[src/rtl/rc_pulse_conditioner_if.sv]
// Pin-side and measurement-side signals of the RC pulse conditioner.
// The slave modport is the conditioner; the master modport is its environment.
interface rc_pulse_conditioner_if #(
  parameter int unsigned WIDTH_BITS = 12
);
  logic                  rc_pin_i;
  logic                  enable_o;
  logic                  pulse_valid_o;
  logic                  signal_lost_o;
  logic [WIDTH_BITS-1:0] pulse_width_o;
  logic                  pulse_strobe_o;

  modport master (
    output rc_pin_i,
    input  enable_o, pulse_valid_o, signal_lost_o, pulse_width_o, pulse_strobe_o
  );

  modport slave (
    input  rc_pin_i,
    output enable_o, pulse_valid_o, signal_lost_o, pulse_width_o, pulse_strobe_o
  );
endinterface

[src/rtl/rc_pulse_conditioner.sv]
// RC receiver front end: synchronise and deglitch the pin, measure pulses,
// supervise frame rate and gate pulses to pwm_analyzer only while locked.
module rc_pulse_conditioner #(
  parameter int unsigned SYNC_STAGES   = 2,
  parameter int unsigned FILTER_LEN    = 8,
  parameter int unsigned MIN_PULSE     = 800,
  parameter int unsigned MAX_PULSE     = 2200,
  parameter int unsigned FRAME_TIMEOUT = 25000,
  parameter int unsigned VALID_FRAMES  = 3,
  parameter int unsigned WIDTH_BITS    = 12
) (
  input  logic                   clock_i,
  input  logic                   reset_i,
  rc_pulse_conditioner_if.slave  bus
);

  localparam int unsigned FLT_W  = $clog2(FILTER_LEN + 1);
  localparam int unsigned FRM_W  = $clog2(FRAME_TIMEOUT + 1);
  localparam int unsigned GCNT_W = $clog2(VALID_FRAMES + 1);

  typedef enum logic [1:0] {S_LOST, S_ACQUIRE, S_LOCKED} state_t;

  logic [SYNC_STAGES-1:0] r_sync;
  logic                   r_filt;
  logic [FLT_W-1:0]       r_fcnt;
  logic [WIDTH_BITS-1:0]  r_wcnt;
  logic [FRM_W-1:0]       r_frm;
  state_t                 r_state;
  logic [GCNT_W-1:0]      r_gcnt;
  logic                   r_gate;
  logic                   r_enable;
  logic                   r_valid;
  logic                   r_lost;
  logic                   r_strobe;
  logic [WIDTH_BITS-1:0]  r_width;

  logic w_sync, w_take, w_rise, w_fall, w_good, w_sat, w_timeout, w_leave_locked;

  // Edges are decoded in the cycle before filt changes so all reactions share that edge.
  assign w_sync         = r_sync[SYNC_STAGES-1];
  assign w_take         = (w_sync != r_filt) && (r_fcnt == FLT_W'(FILTER_LEN - 1));
  assign w_rise         = w_take &  w_sync;
  assign w_fall         = w_take & ~w_sync;
  assign w_good         = (r_wcnt >= WIDTH_BITS'(MIN_PULSE)) && (r_wcnt <= WIDTH_BITS'(MAX_PULSE));
  assign w_sat          = r_filt && !w_fall && (r_wcnt == WIDTH_BITS'(MAX_PULSE));
  assign w_timeout      = !w_rise && (r_frm >= FRM_W'(FRAME_TIMEOUT - 1));
  assign w_leave_locked = (r_state == S_LOCKED) && (w_timeout || w_sat || (w_fall && !w_good));

  always_ff @(posedge clock_i or posedge reset_i) begin
    if (reset_i) r_sync <= '0;
    else         r_sync <= {r_sync[SYNC_STAGES-2:0], bus.rc_pin_i};
  end

  always_ff @(posedge clock_i or posedge reset_i) begin
    if (reset_i) begin
      r_filt <= 1'b0;
      r_fcnt <= '0;
    end else if (w_sync == r_filt) begin
      r_fcnt <= '0;
    end else if (w_take) begin
      r_filt <= w_sync;
      r_fcnt <= '0;
    end else begin
      r_fcnt <= r_fcnt + FLT_W'(1);
    end
  end

  // Width count includes the cycle in which filt rises, so it equals high time at fall.
  always_ff @(posedge clock_i or posedge reset_i) begin
    if (reset_i) begin
      r_wcnt   <= '0;
      r_width  <= '0;
      r_strobe <= 1'b0;
    end else begin
      r_strobe <= 1'b0;
      if (w_rise)
        r_wcnt <= WIDTH_BITS'(1);
      else if (r_filt && !w_fall && (r_wcnt != WIDTH_BITS'(MAX_PULSE + 1)))
        r_wcnt <= r_wcnt + WIDTH_BITS'(1);
      if (w_fall) begin
        r_width  <= r_wcnt;
        r_strobe <= 1'b1;
      end
    end
  end

  always_ff @(posedge clock_i or posedge reset_i) begin
    if (reset_i)                             r_frm <= '0;
    else if (w_rise)                         r_frm <= '0;
    else if (r_frm != FRM_W'(FRAME_TIMEOUT)) r_frm <= r_frm + FRM_W'(1);
  end

  always_ff @(posedge clock_i or posedge reset_i) begin
    if (reset_i) begin
      r_state <= S_LOST;
      r_gcnt  <= '0;
      r_valid <= 1'b0;
      r_lost  <= 1'b1;
    end else begin
      case (r_state)
        S_LOST: begin
          r_gcnt <= '0;
          if (w_rise) begin
            r_state <= S_ACQUIRE;
            r_lost  <= 1'b0;
          end
        end
        S_ACQUIRE: begin
          if (w_timeout) begin
            r_state <= S_LOST;
            r_lost  <= 1'b1;
            r_gcnt  <= '0;
          end else if (w_fall) begin
            if (!w_good) begin
              r_gcnt <= '0;
            end else if (r_gcnt == GCNT_W'(VALID_FRAMES - 1)) begin
              r_state <= S_LOCKED;
              r_valid <= 1'b1;
              r_gcnt  <= '0;
            end else begin
              r_gcnt <= r_gcnt + GCNT_W'(1);
            end
          end
        end
        S_LOCKED: begin
          if (w_timeout) begin
            r_state <= S_LOST;
            r_lost  <= 1'b1;
            r_valid <= 1'b0;
            r_gcnt  <= '0;
          end else if (w_sat || (w_fall && !w_good)) begin
            r_state <= S_ACQUIRE;
            r_valid <= 1'b0;
            r_gcnt  <= '0;
          end
        end
        default: r_state <= S_LOST;
      endcase
    end
  end

  // Gate only opens at a rise seen while locked, so partial pulses never leak out.
  always_ff @(posedge clock_i or posedge reset_i) begin
    if (reset_i) begin
      r_gate   <= 1'b0;
      r_enable <= 1'b0;
    end else begin
      if (w_fall || w_leave_locked)
        r_gate <= 1'b0;
      else if (w_rise && (r_state == S_LOCKED))
        r_gate <= 1'b1;
      r_enable <= r_filt & r_gate;
    end
  end

  assign bus.enable_o       = r_enable;
  assign bus.pulse_valid_o  = r_valid;
  assign bus.signal_lost_o  = r_lost;
  assign bus.pulse_width_o  = r_width;
  assign bus.pulse_strobe_o = r_strobe;

endmodule

[src/flat_wrapper.sv]
// flat-port wrapper written by rule: the top's interface ports become plain ports
module rc_pulse_conditioner_flat 
#(
  parameter int unsigned SYNC_STAGES   = 2,
  parameter int unsigned FILTER_LEN    = 8,
  parameter int unsigned MIN_PULSE     = 800,
  parameter int unsigned MAX_PULSE     = 2200,
  parameter int unsigned FRAME_TIMEOUT = 25000,
  parameter int unsigned VALID_FRAMES  = 3,
  parameter int unsigned WIDTH_BITS    = 12
)
  (clock_i, reset_i, bus_rc_pin_i, bus_enable_o, bus_pulse_valid_o, bus_signal_lost_o, bus_pulse_width_o, bus_pulse_strobe_o);
  rc_pulse_conditioner_if #(.WIDTH_BITS(WIDTH_BITS)) bus_i ();
  input  logic clock_i;
  input  logic reset_i;
  input wire logic [$bits(bus_i.rc_pin_i)-1:0] bus_rc_pin_i;
  output wire logic [$bits(bus_i.enable_o)-1:0] bus_enable_o;
  output wire logic [$bits(bus_i.pulse_valid_o)-1:0] bus_pulse_valid_o;
  output wire logic [$bits(bus_i.signal_lost_o)-1:0] bus_signal_lost_o;
  output wire logic [$bits(bus_i.pulse_width_o)-1:0] bus_pulse_width_o;
  output wire logic [$bits(bus_i.pulse_strobe_o)-1:0] bus_pulse_strobe_o;
  assign bus_i.rc_pin_i = bus_rc_pin_i;
  assign bus_enable_o = bus_i.enable_o;
  assign bus_pulse_valid_o = bus_i.pulse_valid_o;
  assign bus_signal_lost_o = bus_i.signal_lost_o;
  assign bus_pulse_width_o = bus_i.pulse_width_o;
  assign bus_pulse_strobe_o = bus_i.pulse_strobe_o;
  rc_pulse_conditioner #(.SYNC_STAGES(SYNC_STAGES), .FILTER_LEN(FILTER_LEN), .MIN_PULSE(MIN_PULSE), .MAX_PULSE(MAX_PULSE), .FRAME_TIMEOUT(FRAME_TIMEOUT), .VALID_FRAMES(VALID_FRAMES), .WIDTH_BITS(WIDTH_BITS)) u_core (.clock_i(clock_i), .reset_i(reset_i), .bus(bus_i));
endmodule
[config.mk]
export PLATFORM = sky130hd
export DESIGN_NAME = rc_pulse_conditioner_flat
export DESIGN_NICKNAME = d
export VERILOG_FILES = /design/src/rtl/rc_pulse_conditioner_if.sv /design/src/rtl/rc_pulse_conditioner.sv /design/src/flat_wrapper.sv
export SDC_FILE = /design/constraint.sdc
export NUM_CORES = 1
export LEC_CHECK = 0
export CAP_MARGIN = 30
export CORE_UTILIZATION = 55
export CTS_BUF_LIST = sky130_fd_sc_hd__clkbuf_8
export DETAILED_ROUTE_END_ITERATION = 12
export GPL_TIMING_DRIVEN = 0
export PLACE_DENSITY = 0.79
export SLEW_MARGIN = 15
export SYNTH_ARGS = -nofsm -noshare
export SYNTH_HDL_FRONTEND = slang
export SYNTH_SLANG_ARGS = --single-unit
[constraint.sdc]
create_clock -name clock_i -period 5 [get_ports clock_i]
set_input_delay 1 -clock clock_i [delete_from_list [all_inputs] [get_ports clock_i]]
set_output_delay 1 -clock clock_i [all_outputs]
set_load 0.1 [all_outputs]
# == Yosys cells after proc, flatten, opt, wreduce, memory -nomap -nowiden ==
# Cells that the tools add are included.
# totals
latch_bits,0
input_bits,3
mem_bits_rw,0
rom_bits,0
n_memories,0
reg_bits,55
# op_classes
eq_ne,19
multipliers,0
div_mod_pow,0
bitwise,5
reduce_logical,29
shifts,0
muxes,34
magnitude_cmp,3
add_sub_neg,4
# op_table
cell,n
$mux W15,2
$mux W2,13
$mux W12,2
$add A15 B1 Y15 const B,1
$ge A15 B15 Y1 const B,1
$ne A15 B15 Y1 const B,1
$add A12 B1 Y12 const B,1
$eq A12 B12 Y1 const B,1
$ge A12 B10 Y1 const B,1
$le A12 B12 Y1 const B,1
$ne A12 B12 Y1 const B,1
$pmux W2 S3,2
$mux W1,11
$ne A2 B1 Y1 const B,5
$reduce_bool A2 Y1,5
$logic_and A1 B1 Y1,9
$ne A3 B1 Y1 const B,3
$mux W4,2
$reduce_and A3 Y1,2
$reduce_and A6 Y1,1
$reduce_and A5 Y1,1
$add A4 B1 Y4 const B,1
$eq A2 B2 Y1 const B,2
$eq A4 B3 Y1 const B,1
15 further kinds,24

# == Depth between registers and ports, before layout ==
# Gate-level depths: netlist of run 1.
# logic_depth
ltp_word,11
ltp_mapped,7
ltp_nobuf,7

# == Worst setup path after synthesis of run 1 ==
# OpenSTA, ideal clock, no wires.
# synth_path
path_type,reg2reg
from,reg u_core.r_frm[3]
to,reg u_core.r_gcnt[1]
path_stages_with_launch,7
setup_slack_ps,2754
arrival_ps,2118
required_time_ps,4872
setup_ps,128
period_less_slack_ps,2246
path_cell_list,dfrtp_1 > or3_4 > or3_4 > a31oi_4 > a2111oi_4 > a311oi_2 > mux2_1
# synth_via
elab_chain_cells,4
elab_cells_between_ends,8
classes_between,order compare: 1; eq/ne: 2; mux: 3; reduce/logical: 2
# synth_rtl
item,line,source
"start, declared",rc_pulse_conditioner.sv:27,logic [FRM_W-1:0] r_frm;
"start signal, assigned",rc_pulse_conditioner.sv:90,else if (r_frm != FRM_W'(FRAME_TIMEOUT)) r_frm <= r_frm + FRM_W'(1);
$ge A15 B15 Y1 (*),rc_pulse_conditioner.sv:46,assign w_timeout = !w_rise && (r_frm >= FRM_W'(FRAME_TIMEOUT - 1));
$logic_and A1 B1 Y1 (*),rc_pulse_conditioner.sv:46,
"$ne A3 B1 Y1 (no source line), or another cell as far along",--,
$reduce_and A3 Y1 (no source line) / $pmux W2 S3 (equally long branches),--,
"end signal, assigned",rc_pulse_conditioner.sv:121,r_gcnt <= r_gcnt + GCNT_W'(1);
"end, declared",rc_pulse_conditioner.sv:29,logic [GCNT_W-1:0] r_gcnt;
# Every way passes the cells marked *; elsewhere a longest branch is shown, timed or not.
# A chain may end at the register's enable or synchronous reset.

# == Worst setup path after layout of run 1 ==
# layout_path
from,reg u_core.r_lost (netlist: u_core.bus.signal_lost_o)
to,out bus_signal_lost_o
# layout_lines
item,line,source
"start, declared",rc_pulse_conditioner.sv:33,logic r_lost;
"start signal, assigned",rc_pulse_conditioner.sv:98,r_lost <= 1'b1;
"start signal, assigned",rc_pulse_conditioner.sv:105,r_lost <= 1'b0;
"start signal, assigned",rc_pulse_conditioner.sv:111,r_lost <= 1'b1;
"end, declared",flat_wrapper.sv:19,output wire logic [$bits(bus_i.signal_lost_o)-1:0] bus_signal_lost_o;
# No word-level cell between the ends.

==> results of run 1 <==
==> synthesized netlist by cell type (8+ instances only) <==
library cell / count
nand2_1: 17
nor2_1: 33
xnor2_1: 9
inv_1: 14
xor2_1: 15
mux2_2: 11
ha_1: 11
o21ai_0: 8
dfrtp_1: 54
nand3_1: 9
and3_1: 8
==> routing by layer <==
metal / up-vias / routed length [um] / global-route usage [%]
li1: 972 / - / -
met1: 941 / 2360 / 28.2
met2: 30 / 2360 / 35.1
met3: 12 / 143 / 4.70
met4: 0 / 104 / 9.15
met5: - / 0 / 0
==> area by class of cell <==
type                       count  area (um^2)
inverter                      14         52.6
buffer                         5         20.0
fill                         386         1590
tap                           67         83.8
timing repair buffer          20          228
multi-input combinational    187         1330
sequential                    55         1380
clock inverter                 1         3.75
clock buffer                   7         96.3
==> metrics by stage <==
step                      area (um^2)  cells  hold WS [ns]  total power [W]
after floorplan                  2780    261         0.331         0.000845
after global placement           3040    346         0.335         0.000904
after detailed placement         3090    348         0.344         0.000926
after CTS                        3190    356         0.366          0.00119
after global routing             3190    356         0.370          0.00126
final                            3190    356         0.361          0.00118
==> cells by family (layout without fill, tap and decap cells) <==
kind of cell               count (synthesis)  after routing  synth area share (%)
muxes                                     14             14                  5.58
xor gates and xnor gates                  24             24                  7.56
and+or+nand+nor                          107            107                  20.7
AOI/OAI and AO/OA                         31             31                  9.09
adders and majority gates                 11             11                  4.95
DFF                                       55             55                  49.6
buffers and inverters                     19             47                  2.61
==> registers in the layout, indices dropped and copies added (netlist names) <==
register                   cells
u_core.r_frm                  15
u_core.bus.pulse_width_o      12
u_core.r_wcnt                 12
u_core.r_fcnt                  4
u_core.r_gcnt                  2
u_core.r_state                 2
u_core.r_sync                  2
u_core.bus.enable_o            1
u_core.bus.pulse_strobe_o      1
u_core.bus.pulse_valid_o       1
u_core.bus.signal_lost_o       1
u_core.r_filt                  1
u_core.r_gate                  1
==> layout by cell type (no fill, tap or decap), types with 7 or more instances in the layout <==
cell / netlist / routed
xor2_1: 15 / 15
dfrtp_1: 54 / 54
inv_1: 14 / 14
nand2_1: 17 / 17
xnor2_1: 9 / 9
and3_1: 8 / 8
clkbuf_8: 0 / 7
nand3_1: 9 / 9
ha_1: 11 / 11
nor2_1: 33 / 33
mux2_2: 11 / 11
clkdlybuf4s50_1: 0 / 18
o21ai_0: 8 / 8
==> where the power goes <==
| part | total, W | internal [W] | leakage [nW] | switching (W) |
|---|---|---|---|---|
| Combinational | 0.000325 | 0.000153 | 0.725 | 0.000173 |
| Clock | 0.000262 | 0.000125 | 0.0557 | 0.000137 |
| Sequential | 0.000592 | 0.000507 | 0.730 | 0.0000841 |
| Total | 0.00118 | 0.000785 | 1.51 | 0.000394 |
==> worst max path at each step <==
stage / to / slack, ns
6_report: bus_signal_lost_o / 2.02
5_1_grt: bus_signal_lost_o / 1.98
4_1_cts: bus_signal_lost_o / 2.00
3_5_place_dp: bus_signal_lost_o / 2.35
3_3_place_gp: u_core.r_state[0] / 1.68
2_1_floorplan: u_core.bus.enable_o / 2.66
==> summary.md, run 1 <==
| Metric | Value |
|---|---|
| Sequential cell area fraction in the yosys report | `49.5%` |
| Final ANT Viol Nets | `0` |
| Number of inserted diodes | `0` |
| Hold Path Origin | `u_core.r_sync[0]` |
| DRC | `0` |
| RR Endpoint | `u_core.r_gcnt[1]` |
| Area grow syn2layout | `14.8%` |
| CTS buffer count | `5` |
| Post-CTS Setup Inserts | `0` |
| R2r setup slk | `2.40 ns` |
| Post-synth top area share | `48.6%` |
| Critical path fanouts, max | `3` |
| R2R depth | `7` |
| Initial Utilization | `58.1%` |
| RSZ-0062 raised after global routing | `no` |
| Gr ovfl total | `0` |
| Fraction of layout cells with a size suffix above 1 | `11.8%` |
| Crit path cell chain | `clkdlybuf4s50_1` |
| Pin slew with the least headroom to its limit | `0.975 ns` |
| Crit path arrival time | `1.98 ns` |
| Async set or reset register ratio after synthesis | `100%` |
| Global-route wire length before repair | `8690 um` |
| Starting DRC count in detailed routing | `134` |
| CTS max path bufs | `2` |
| Wire per inst | `14.0 um` |
| Nature of the critical path endpoint | `output port` |
| Min-delay worst type | `flop to flop` |
| Worst Slack Setup Final | `2.02 ns` |
| F_max | `0.336 GHz` |
| Delay of the slowest critical-path stage | `1.13 ns` |
| Final nets | `302` |
| Hold Path End | `u_core.r_sync[1]` |
| RR Startpoint | `u_core.r_fcnt[0]` |
| Tmin final | `2.98 ns` |
| # rows | `25` |
| Die width | `73.1 um` |
| Die H | `73.1 um` |
| Post-CTS resize count | `0` |
| Syn avg cell area | `10.7 um^2` |
| Worst EP required | `4.00 ns` |
| WP buf/inv | `1` |
| Clock Skews | `0.00435 ns` |
| Hold_buf cts | `0` |
| Vias per std cell | `5.49` |
| Yosys top cell by area | `dfrtp_1` |
| CP Launch Type | `flop` |
| Clock Latency Late Sink | `0.31 ns` |
| CTS tree | `done` |
| Predominant post-synthesis flop cell | `dfrtp_1` |
| P_leak | `1.51 nW` |
| Slowest-stage cell, CP | `clkdlybuf4s50_1` |
| Crit path depth | `1` |
| Number of global-route vias before repair | `1864` |
| Area contributors post-synth | `dfrtp_1 (49%), ha_1 (5.0%), xor2_1 (4.7%)` |
| DR vias | `1955` |
| Pins over their slew limit | `0` |
| Hold path cells | `0` |
| Setup TNS | `0 ns` |
| Num ports | `19` |
| Hold Violations, Final | `0` |
| GP Congestion | `0.840` |
| Synthesis-stage register bit count | `55` |
| Synth Cell Area | `0.00278 mm^2` |
| Power per Cell Area | `369 mW/mm^2` |
| Relative slew slack | `34.8%` |
| Initial antenna violation count | `0` |
| Die Area | `0.00534 mm^2` |
| Ys Warns | `0` |
| Clk root buf | `clkbuf_8` |
| Largest net degree at the start of global routing | `36` |
| Post-synth EDFFs | `0` |
| Synth cell types | `49` |
| Max VDD drop | `0.000230 V` |
| Final period util | `59.6%` |
| DP Wirelength | `3630 um` |
| Post-Place Worst Slack | `2.35 ns` |
| Crit path max-delay family | `buffers and inverters` |
| Final setup fails | `0` |
| Maxcap violations | `0` |
| Crit path from | `u_core.bus.signal_lost_o` |
| Pre-antenna DRT Iters | `4` |
| Clock sink count | `55` |
| GRT Total Usage | `21.7%` |
| Core area | `0.00479 mm^2` |
| Clock slew at reported path FFs | `0.09 ns` |
| Total Wirelength | `4970 um` |
| Setup CP Type | `flop to output port` |
| Post-synth net total | `275` |
| IO Port Bufs | `18` |
| Status | `completed` |
| Core Util, Final | `66.7%` |
| H-tree depth | `2` |
| Cells after Synth | `261` |
Power figures use the tool's default switching activity.
==> inputs of run 2 (changes only) <==
- clock period: 5 -> 3.06 ns (I/O delays scaled with it)
==> results of run 2 <==
Same layout as run 1 (identical final DEF). Status: completed.
Main changes from that run: setup slack after placement 2.35 ns -> 0.446 ns; setup slack after layout 2.02 ns -> 0.461 ns; start point of the critical path u_core.bus.signal_lost_o -> u_core.r_fcnt[0]; end point of the critical path bus_signal_lost_o -> u_core.r_gcnt[1]; register-to-register setup slack 2.40 ns -> 0.46 ns; total power 0.00118 W -> 0.00193 W; worst IR drop on VDD 0.000230 V -> 0.000376 V
